===== src/rtl/simplerisc_pkg.sv =====
// Shared SimpleRISC definitions: opcodes, instruction field placement and the
// decoded-fields struct used by decode and (later) forwarding logic.
package simplerisc_pkg;

  localparam int OPC_W    = 5;
  localparam int IDX_W    = 8;  // widest register index the decoded struct can carry
  localparam int IBIT_OFS = 6;  // I bit sits at INSN_W-IBIT_OFS
  localparam int RD_OFS   = 7;  // rd msb sits at INSN_W-RD_OFS; rs1 and rs2 follow it

  typedef enum logic [OPC_W-1:0] {
    OP_ADD = 5'b00000, OP_SUB = 5'b00001, OP_MUL = 5'b00010, OP_DIV = 5'b00011,
    OP_MOD = 5'b00100, OP_CMP = 5'b00101, OP_AND = 5'b00110, OP_OR  = 5'b00111,
    OP_NOT = 5'b01000, OP_MOV = 5'b01001, OP_LSL = 5'b01010, OP_LSR = 5'b01011,
    OP_ASR = 5'b01100, OP_NOP = 5'b01101, OP_LD  = 5'b01110, OP_ST  = 5'b01111,
    OP_BEQ = 5'b10000, OP_BGT = 5'b10001, OP_B   = 5'b10010, OP_CALL = 5'b10011,
    OP_RET = 5'b10100
  } opcode_e;

  typedef struct packed {
    logic [IDX_W-1:0] rs1;
    logic [IDX_W-1:0] rs2;
    logic [IDX_W-1:0] rd;
    logic             rs1_en;
    logic             rs2_en;
    logic             wr_en;
    logic             flags_wr;
    logic             flags_rd;
    logic             illegal;
  } decode_t;

  // slot 0 = rd, 1 = rs1, 2 = rs2
  function automatic int field_msb(input int insn_w, input int reg_aw, input int slot);
    return insn_w - RD_OFS - slot * reg_aw;
  endfunction

endpackage


===== src/rtl/insn_field_decode.sv =====
// Purely combinational SimpleRISC opcode decoder: register indices and
// read/write enables; unused indices are driven to 0.
module insn_field_decode
  import simplerisc_pkg::*;
#(
  parameter int INSN_W = 32,
  parameter int REG_AW = 4,
  parameter int RA_REG = 15
) (
  input  logic [INSN_W-1:0] insn,
  output decode_t           dec
);

  localparam logic [REG_AW-1:0] RA_IDX = REG_AW'(RA_REG);

  logic [OPC_W-1:0]  opc;
  logic              imm;
  logic [REG_AW-1:0] rd_f, rs1_f, rs2_f;
  logic              unused_insn;

  assign opc         = insn[INSN_W-1 -: OPC_W];
  assign imm         = insn[INSN_W-IBIT_OFS];
  assign rd_f        = insn[field_msb(INSN_W, REG_AW, 0) -: REG_AW];
  assign rs1_f       = insn[field_msb(INSN_W, REG_AW, 1) -: REG_AW];
  assign rs2_f       = insn[field_msb(INSN_W, REG_AW, 2) -: REG_AW];
  assign unused_insn = ^insn;

  function automatic logic [IDX_W-1:0] ext(input logic [REG_AW-1:0] v);
    return IDX_W'(v);
  endfunction

  always_comb begin
    // NOTE: the all-zero default keeps every struct field assigned on every
    // path, so no latch is inferred and unused indices read as 0.
    dec = '0;
    case (opc)
      OP_ADD, OP_SUB, OP_MUL, OP_DIV, OP_MOD, OP_AND, OP_OR, OP_LSL, OP_LSR, OP_ASR: begin
        dec.rs1_en = 1'b1;
        dec.rs1    = ext(rs1_f);
        dec.rs2_en = !imm;
        dec.rs2    = imm ? '0 : ext(rs2_f);
        dec.wr_en  = 1'b1;
        dec.rd     = ext(rd_f);
      end
      OP_CMP: begin
        dec.rs1_en   = 1'b1;
        dec.rs1      = ext(rs1_f);
        dec.rs2_en   = !imm;
        dec.rs2      = imm ? '0 : ext(rs2_f);
        dec.flags_wr = 1'b1;
      end
      OP_NOT, OP_MOV: begin
        dec.rs2_en = !imm;
        dec.rs2    = imm ? '0 : ext(rs2_f);
        dec.wr_en  = 1'b1;
        dec.rd     = ext(rd_f);
      end
      OP_LD: begin
        dec.rs1_en = 1'b1;
        dec.rs1    = ext(rs1_f);
        dec.wr_en  = 1'b1;
        dec.rd     = ext(rd_f);
      end
      OP_ST: begin  // the stored register lives in the rd field
        dec.rs1_en = 1'b1;
        dec.rs1    = ext(rs1_f);
        dec.rs2_en = 1'b1;
        dec.rs2    = ext(rd_f);
      end
      OP_BEQ, OP_BGT: dec.flags_rd = 1'b1;
      OP_CALL: begin
        dec.wr_en = 1'b1;
        dec.rd    = ext(RA_IDX);
      end
      OP_RET: begin
        dec.rs1_en = 1'b1;
        dec.rs1    = ext(RA_IDX);
      end
      OP_B, OP_NOP: ;
      default: dec.illegal = 1'b1;
    endcase
  end

endmodule


===== src/rtl/decode_hazard_stage.sv =====
// SimpleRISC decode/issue stage with a shift-register RAW scoreboard.
// Optional DECODE_HAZARD_STATS_EN adds a saturating stall-cycle counter.
module decode_hazard_stage
  import simplerisc_pkg::*;
#(
  parameter int INSN_W    = 32,
  parameter int REG_AW    = 4,
  parameter int HAZ_DEPTH = 3,
  parameter int RA_REG    = 15
) (
  input  logic              clk,
  input  logic              rst,
  input  logic              in_valid,
  output logic              in_ready,
  input  logic [INSN_W-1:0] in_insn,
  input  logic              flush,
  output logic              out_valid,
  input  logic              out_ready,
  output logic [INSN_W-1:0] out_insn,
  output logic [REG_AW-1:0] out_rs1,
  output logic [REG_AW-1:0] out_rs2,
  output logic [REG_AW-1:0] out_rd,
  output logic              out_rs1_en,
  output logic              out_rs2_en,
  output logic              out_wr_en,
  output logic              out_flags_wr,
  output logic              out_flags_rd,
  output logic              out_illegal,
  output logic              hazard
`ifdef DECODE_HAZARD_STATS_EN
  ,
  output logic [15:0]       stall_cnt
`endif
);

  typedef struct packed {
    logic              valid;
    logic [REG_AW-1:0] dest;
    logic              flags_wr;
  } sb_entry_t;

  decode_t           dec;
  logic [REG_AW-1:0] s1, s2;
  logic              unused_dec;
  sb_entry_t         sb    [HAZ_DEPTH];
  sb_entry_t         track [HAZ_DEPTH+1];  // [0] = output register, [1..] = scoreboard
  logic              raw;

  insn_field_decode #(
    .INSN_W(INSN_W),
    .REG_AW(REG_AW),
    .RA_REG(RA_REG)
  ) u_decode (
    .insn(in_insn),
    .dec (dec)
  );

  assign s1         = dec.rs1[REG_AW-1:0];
  assign s2         = dec.rs2[REG_AW-1:0];
  assign unused_dec = ^dec;

  always_comb begin
    track[0].valid    = out_valid & out_wr_en;
    track[0].dest     = out_rd;
    track[0].flags_wr = out_valid & out_flags_wr;
    for (int i = 0; i < HAZ_DEPTH; i++) track[i+1] = sb[i];
  end

  always_comb begin
    raw = 1'b0;
    for (int i = 0; i <= HAZ_DEPTH; i++) begin
      raw |= (track[i].valid && ((dec.rs1_en && s1 == track[i].dest) ||
                                 (dec.rs2_en && s2 == track[i].dest)))
          || (dec.flags_rd && track[i].flags_wr);
    end
  end

  assign hazard   = in_valid & raw;
  assign in_ready = in_valid & ~raw & ~flush & (~out_valid | out_ready);

  // NOTE: the scoreboard is a handful of flops, not a RAM, so it is reset so
  // that no stale destination can raise a hazard after reset.
  always_ff @(posedge clk or posedge rst) begin
    if (rst) begin
      sb <= '{default: '0};
    end else if (out_ready) begin
      sb[0] <= (out_valid && !flush) ? track[0] : '0;
      for (int i = 1; i < HAZ_DEPTH; i++) sb[i] <= sb[i-1];
    end
  end

  // NOTE: non-blocking assignments here let every register sample the
  // pre-edge values of its neighbours regardless of statement order.
  always_ff @(posedge clk or posedge rst) begin
    if (rst) begin
      out_valid    <= 1'b0;
      out_insn     <= '0;
      out_rs1      <= '0;
      out_rs2      <= '0;
      out_rd       <= '0;
      out_rs1_en   <= 1'b0;
      out_rs2_en   <= 1'b0;
      out_wr_en    <= 1'b0;
      out_flags_wr <= 1'b0;
      out_flags_rd <= 1'b0;
      out_illegal  <= 1'b0;
    end else if (in_ready) begin
      out_valid    <= 1'b1;
      out_insn     <= in_insn;
      out_rs1      <= s1;
      out_rs2      <= s2;
      out_rd       <= dec.rd[REG_AW-1:0];
      out_rs1_en   <= dec.rs1_en;
      out_rs2_en   <= dec.rs2_en;
      out_wr_en    <= dec.wr_en;
      out_flags_wr <= dec.flags_wr;
      out_flags_rd <= dec.flags_rd;
      out_illegal  <= dec.illegal;
    end else if (flush || out_ready) begin
      out_valid <= 1'b0;
    end
  end

`ifdef DECODE_HAZARD_STATS_EN
  always_ff @(posedge clk or posedge rst) begin
    if (rst)                          stall_cnt <= '0;
    else if (hazard && ~&stall_cnt)   stall_cnt <= stall_cnt + 16'd1;
  end
`endif

endmodule


===== config.mk =====
export PLATFORM = sky130hd
export DESIGN_NAME = decode_hazard_stage
export DESIGN_NICKNAME = d
export VERILOG_FILES = /design/src/rtl/simplerisc_pkg.sv /design/src/rtl/insn_field_decode.sv /design/src/rtl/decode_hazard_stage.sv
export SDC_FILE = /design/constraint.sdc
export NUM_CORES = 1
export LEC_CHECK = 0
export ABC_AREA = 1
export CORE_ASPECT_RATIO = 1.4
export CORE_MARGIN = 2
export CORE_UTILIZATION = 46
export DETAILED_ROUTE_END_ITERATION = 12
export PLACE_DENSITY = 0.87
export SYNTH_ARGS = -nofsm -noshare
export SYNTH_HDL_FRONTEND = slang
export SYNTH_SLANG_ARGS = --single-unit

===== constraint.sdc =====
create_clock -name clk -period 2.2 [get_ports clk]
set_input_delay 0.22 -clock clk [delete_from_list [all_inputs] [get_ports clk]]
set_output_delay 0.22 -clock clk [all_outputs]
set_load 0.05 [all_outputs]

==> metrics, run 1 <==
status=finished, violations left; failing checks=negative setup slack; pre-CTS WS=-937 ps; Pwr per Cell Area=836 nW/µm²; post-synthesis compound-gate area fraction=6.29%; Crit path arrival time=2180 ps; RR Startpoint=sb[4]$_DFFE_PP0P_; Mapped Cells=527; Worst Skew=5.71 ps; ant diodes=0; IO Pins=90; initial antenna violation count=0; DR pass1 iterations=5; hpwl dp=9410 µm; clock slew at reported path FFs=60 ps; final hold slack=157 ps; Worst setup EP type=output port; # placed instances=746; hold depth=3; Synth Area in Simple Gates=40.2%; TritonCTS clock tree=done; vias after detailed routing=4361; Power Total=5090 µW; crit path kind=in -> out; Row Count=40; LEAKAGE=0.00299 µW; DR DRC count=0; register area share after synthesis=43.0%; Reg2Reg Depth=16; Top FF cell, synth=dfrtp_1; largest net degree at the start of global routing=70; Worst VDD drop=0.601 mV; Final WS setup=-200 ps; max incr delay on CP=160 ps; Fmax achieved=417 MHz; die area=9510 µm²; Fin. Hold Viols=0; Hold EP=out_insn[29]$_DFFE_PP0P_; Finish-stage setup viols=52; most common cell after layout, fill and taps aside=nand2_1; unrepaired setup endpoints after global routing=yes; cell mode on critical path=nand2_2; Netlist cell types=32; post-layout net count=704; critical path startpoint category=input port; IO Port Bufs=89; Final min period=2400 ps; drt via density=5.61; critical register-to-register path endpoint=out_insn[18]$_DFFE_PP0P_; Wirelength per Cell=18.3 µm; clock latency on the worst-skew pair=340 ps; first-pass GRT wire length=21500 µm; crit path buf inv count=6; Routed Antenna Nets=0; Placer Congestion=0.976; layout cell share with drive strength beyond 1=30.1%; largest family of logic cells by synthesized area=simple AND/OR/NAND/NOR gates; GRT Util Overall=28.8%; First DRT Iteration DRCs=355; core footprint=8560 µm²; vias in the first global route=4291; synth warn=0; Max Root-Sink Buffers=2; Synth Area in XOR/XNOR=0.436%; flops & latches, synth=69; register-to-register setup slack=70 ps; grt total ovfl=0; fill count=636; max-capacitance violation count=0; crit path cell chain=buf_4 -> inv_4 -> buf_6 -> o21ai_4 -> nor2_2 -> nor2_4 -> nand3_4 -> nand2_4 -> buf_4 -> nand3_2 -> nand2_2 -> nor2_4 -> nand3_2 -> nand2_2 -> nand2_2 -> nand2_2 -> nor2_4 -> nand4_4 -> clkinvlp_4 -> buf_12; Worst Path Max Fanout=6; Slew Limit Fails=0; hold wc startpoint=in_insn[29]; ys async rst share=100%; WP data required=1980 ps; CP top delay family=simple AND/OR/NAND/NOR gates; Mapped Nets=564; fin cells=777; post-synthesis cell area=4020 µm²; multiplexer share of the synthesized area=0%; H-tree Lvls=3; Initial Util=47.0%; # clock sinks=69; Post-synth EDFFs=0; Post-Synth Adder-Cell Area=0%; Final period util=109%; clock root buffer=clkbuf_16; slew at the pin with the worst max-slew slack=540 ps; cts bufs inserted=9; min-delay worst type=in -> reg; most frequent cells in the layout=nand2_1 (139), clkdlybuf4s50_1 (80), dfrtp_1 (69); Area Overhead vs Synth=51.5%; Crit-path slowest cell=nand3_4; slew margin rel.=63.9%; Die H=115 µm; die width=83.0 µm; Routed WL=14300 µm; Avg Cell Area, Syn=7.63 µm²
-- timing repair --
action,4_1_cts,5_1_grt
pin swaps,17,34
hold endpoints to repair,0,0
setup endpoints to repair,53,53
hold buffers,0,0
gates cloned,1,3
gates resized for setup,51,68
buffers inserted,7,5
-- worst reg2reg max path, delay by kind of cell (launching register included) --
kind                   cells  cell delay [ps]
buffers and inverters      4              630
flip-flops                 1              400
AND/OR/NAND/NOR           10              790
AO/OA/AOI/OAI              2              180
-- synthesized netlist by cell type, types with 4 or more instances --
| library cell | count | area share (%) |
|---|---|---|
| nor2_2 | 4 | 0.62 |
| inv_1 | 49 | 4.6 |
| nor3_1 | 5 | 0.62 |
| nand2_1 | 160 | 15 |
| nor2_1 | 35 | 3.3 |
| nand2_2 | 29 | 4.5 |
| nand3_1 | 28 | 3.5 |
| nand4_1 | 52 | 8.1 |
| dfrtp_1 | 69 | 43 |
| o22ai_1 | 9 | 1.4 |
| o21ai_0 | 20 | 2.5 |
| inv_2 | 7 | 0.65 |
| a21oi_1 | 5 | 0.62 |
| buf_6 | 12 | 3.4 |
| clkbuf_1 | 13 | 1.2 |
| nand2_4 | 5 | 1.4 |
-- power breakdown --
| part | switching (µW) | internal, µW | leakage (µW) | total [µW] |
|---|---|---|---|---|
| logic | 1340 | 731 | 0.00196 | 2070 |
| registers | 157 | 1470 | 0.000897 | 1630 |
| clock network | 566 | 822 | 0.000130 | 1390 |
| total | 2060 | 3020 | 0.00299 | 5090 |
-- through the flow --
| stage | utilization [%] | cell area, µm² | TNS [ps] |
|---|---|---|---|
| floorplan | - | 4060 | 0 |
| global placement | 62.2 | 5330 | -44230 |
| detailed placement | 62.2 | 5330 | -47200 |
| CTS | 67.7 | 5790 | -6200 |
| global route | 71.1 | 6090 | -9360 |
| finish | 71.1 | 6090 | -3270 |
-- metal layers --
metal / vias to the layer above / share of wire (%) / track usage [%]
met3: 45 / 5.7 / 4.11
met1: 2111 / 38 / 34.3
met4: 0 / 3.8 / 15.2
met2: 201 / 53 / 50.3
met5: - / 0 / 0
li1: 2004 / - / -
-- registers in the layout, summed over array words and instances (netlist names) --
signal / cells
out_valid: 1
out_rs1: 4
out_flags_rd: 1
out_wr_en: 1
out_rd: 4
out_rs1_en: 1
sb: 18
out_insn: 32
out_flags_wr: 1
out_rs2_en: 1
out_illegal: 1
out_rs2: 4
-- kinds of logic after synthesis --
logic type             count (synthesis)
AO/OA/AOI/OAI                         43
buffers and inverters                 84
flip-flops                            69
XOR/XNOR                               2
AND/OR/NAND/NOR                      329
-- worst max-delay path by stage --
| stage | cells past startpoint | start | to |
|---|---|---|---|
| after global placement | 18 | in_insn[27] | in_ready |
| after floorplan | 18 | in_insn[28] | in_ready |
| after global routing | 19 | in_insn[30] | in_ready |
| final | 20 | in_insn[31] | in_ready |
| after detailed placement | 17 | in_insn[27] | out_insn[12]$_DFFE_PP0P_ |
| after CTS | 20 | in_insn[28] | in_ready |
-- area by class of cell --
cell class | count | area, µm² | area share, %
tap | 105 | 131 | 2.16
clock inverter | 5 | 35.0 | 0.576
timing repair buffer | 157 | 1570 | 25.8
inverter | 56 | 224 | 3.68
multi-input combinational | 374 | 2150 | 35.3
sequential | 69 | 1730 | 28.4
clock buffer | 11 | 253 | 4.15
Power figures use the tool's default switching activity.
==> inputs of run 2 (changes only) <==
Settings changed: SLEW_MARGIN set to 10.
==> results of run 2 <==
The final DEF is identical to that of run 1; final timing and power are the same.
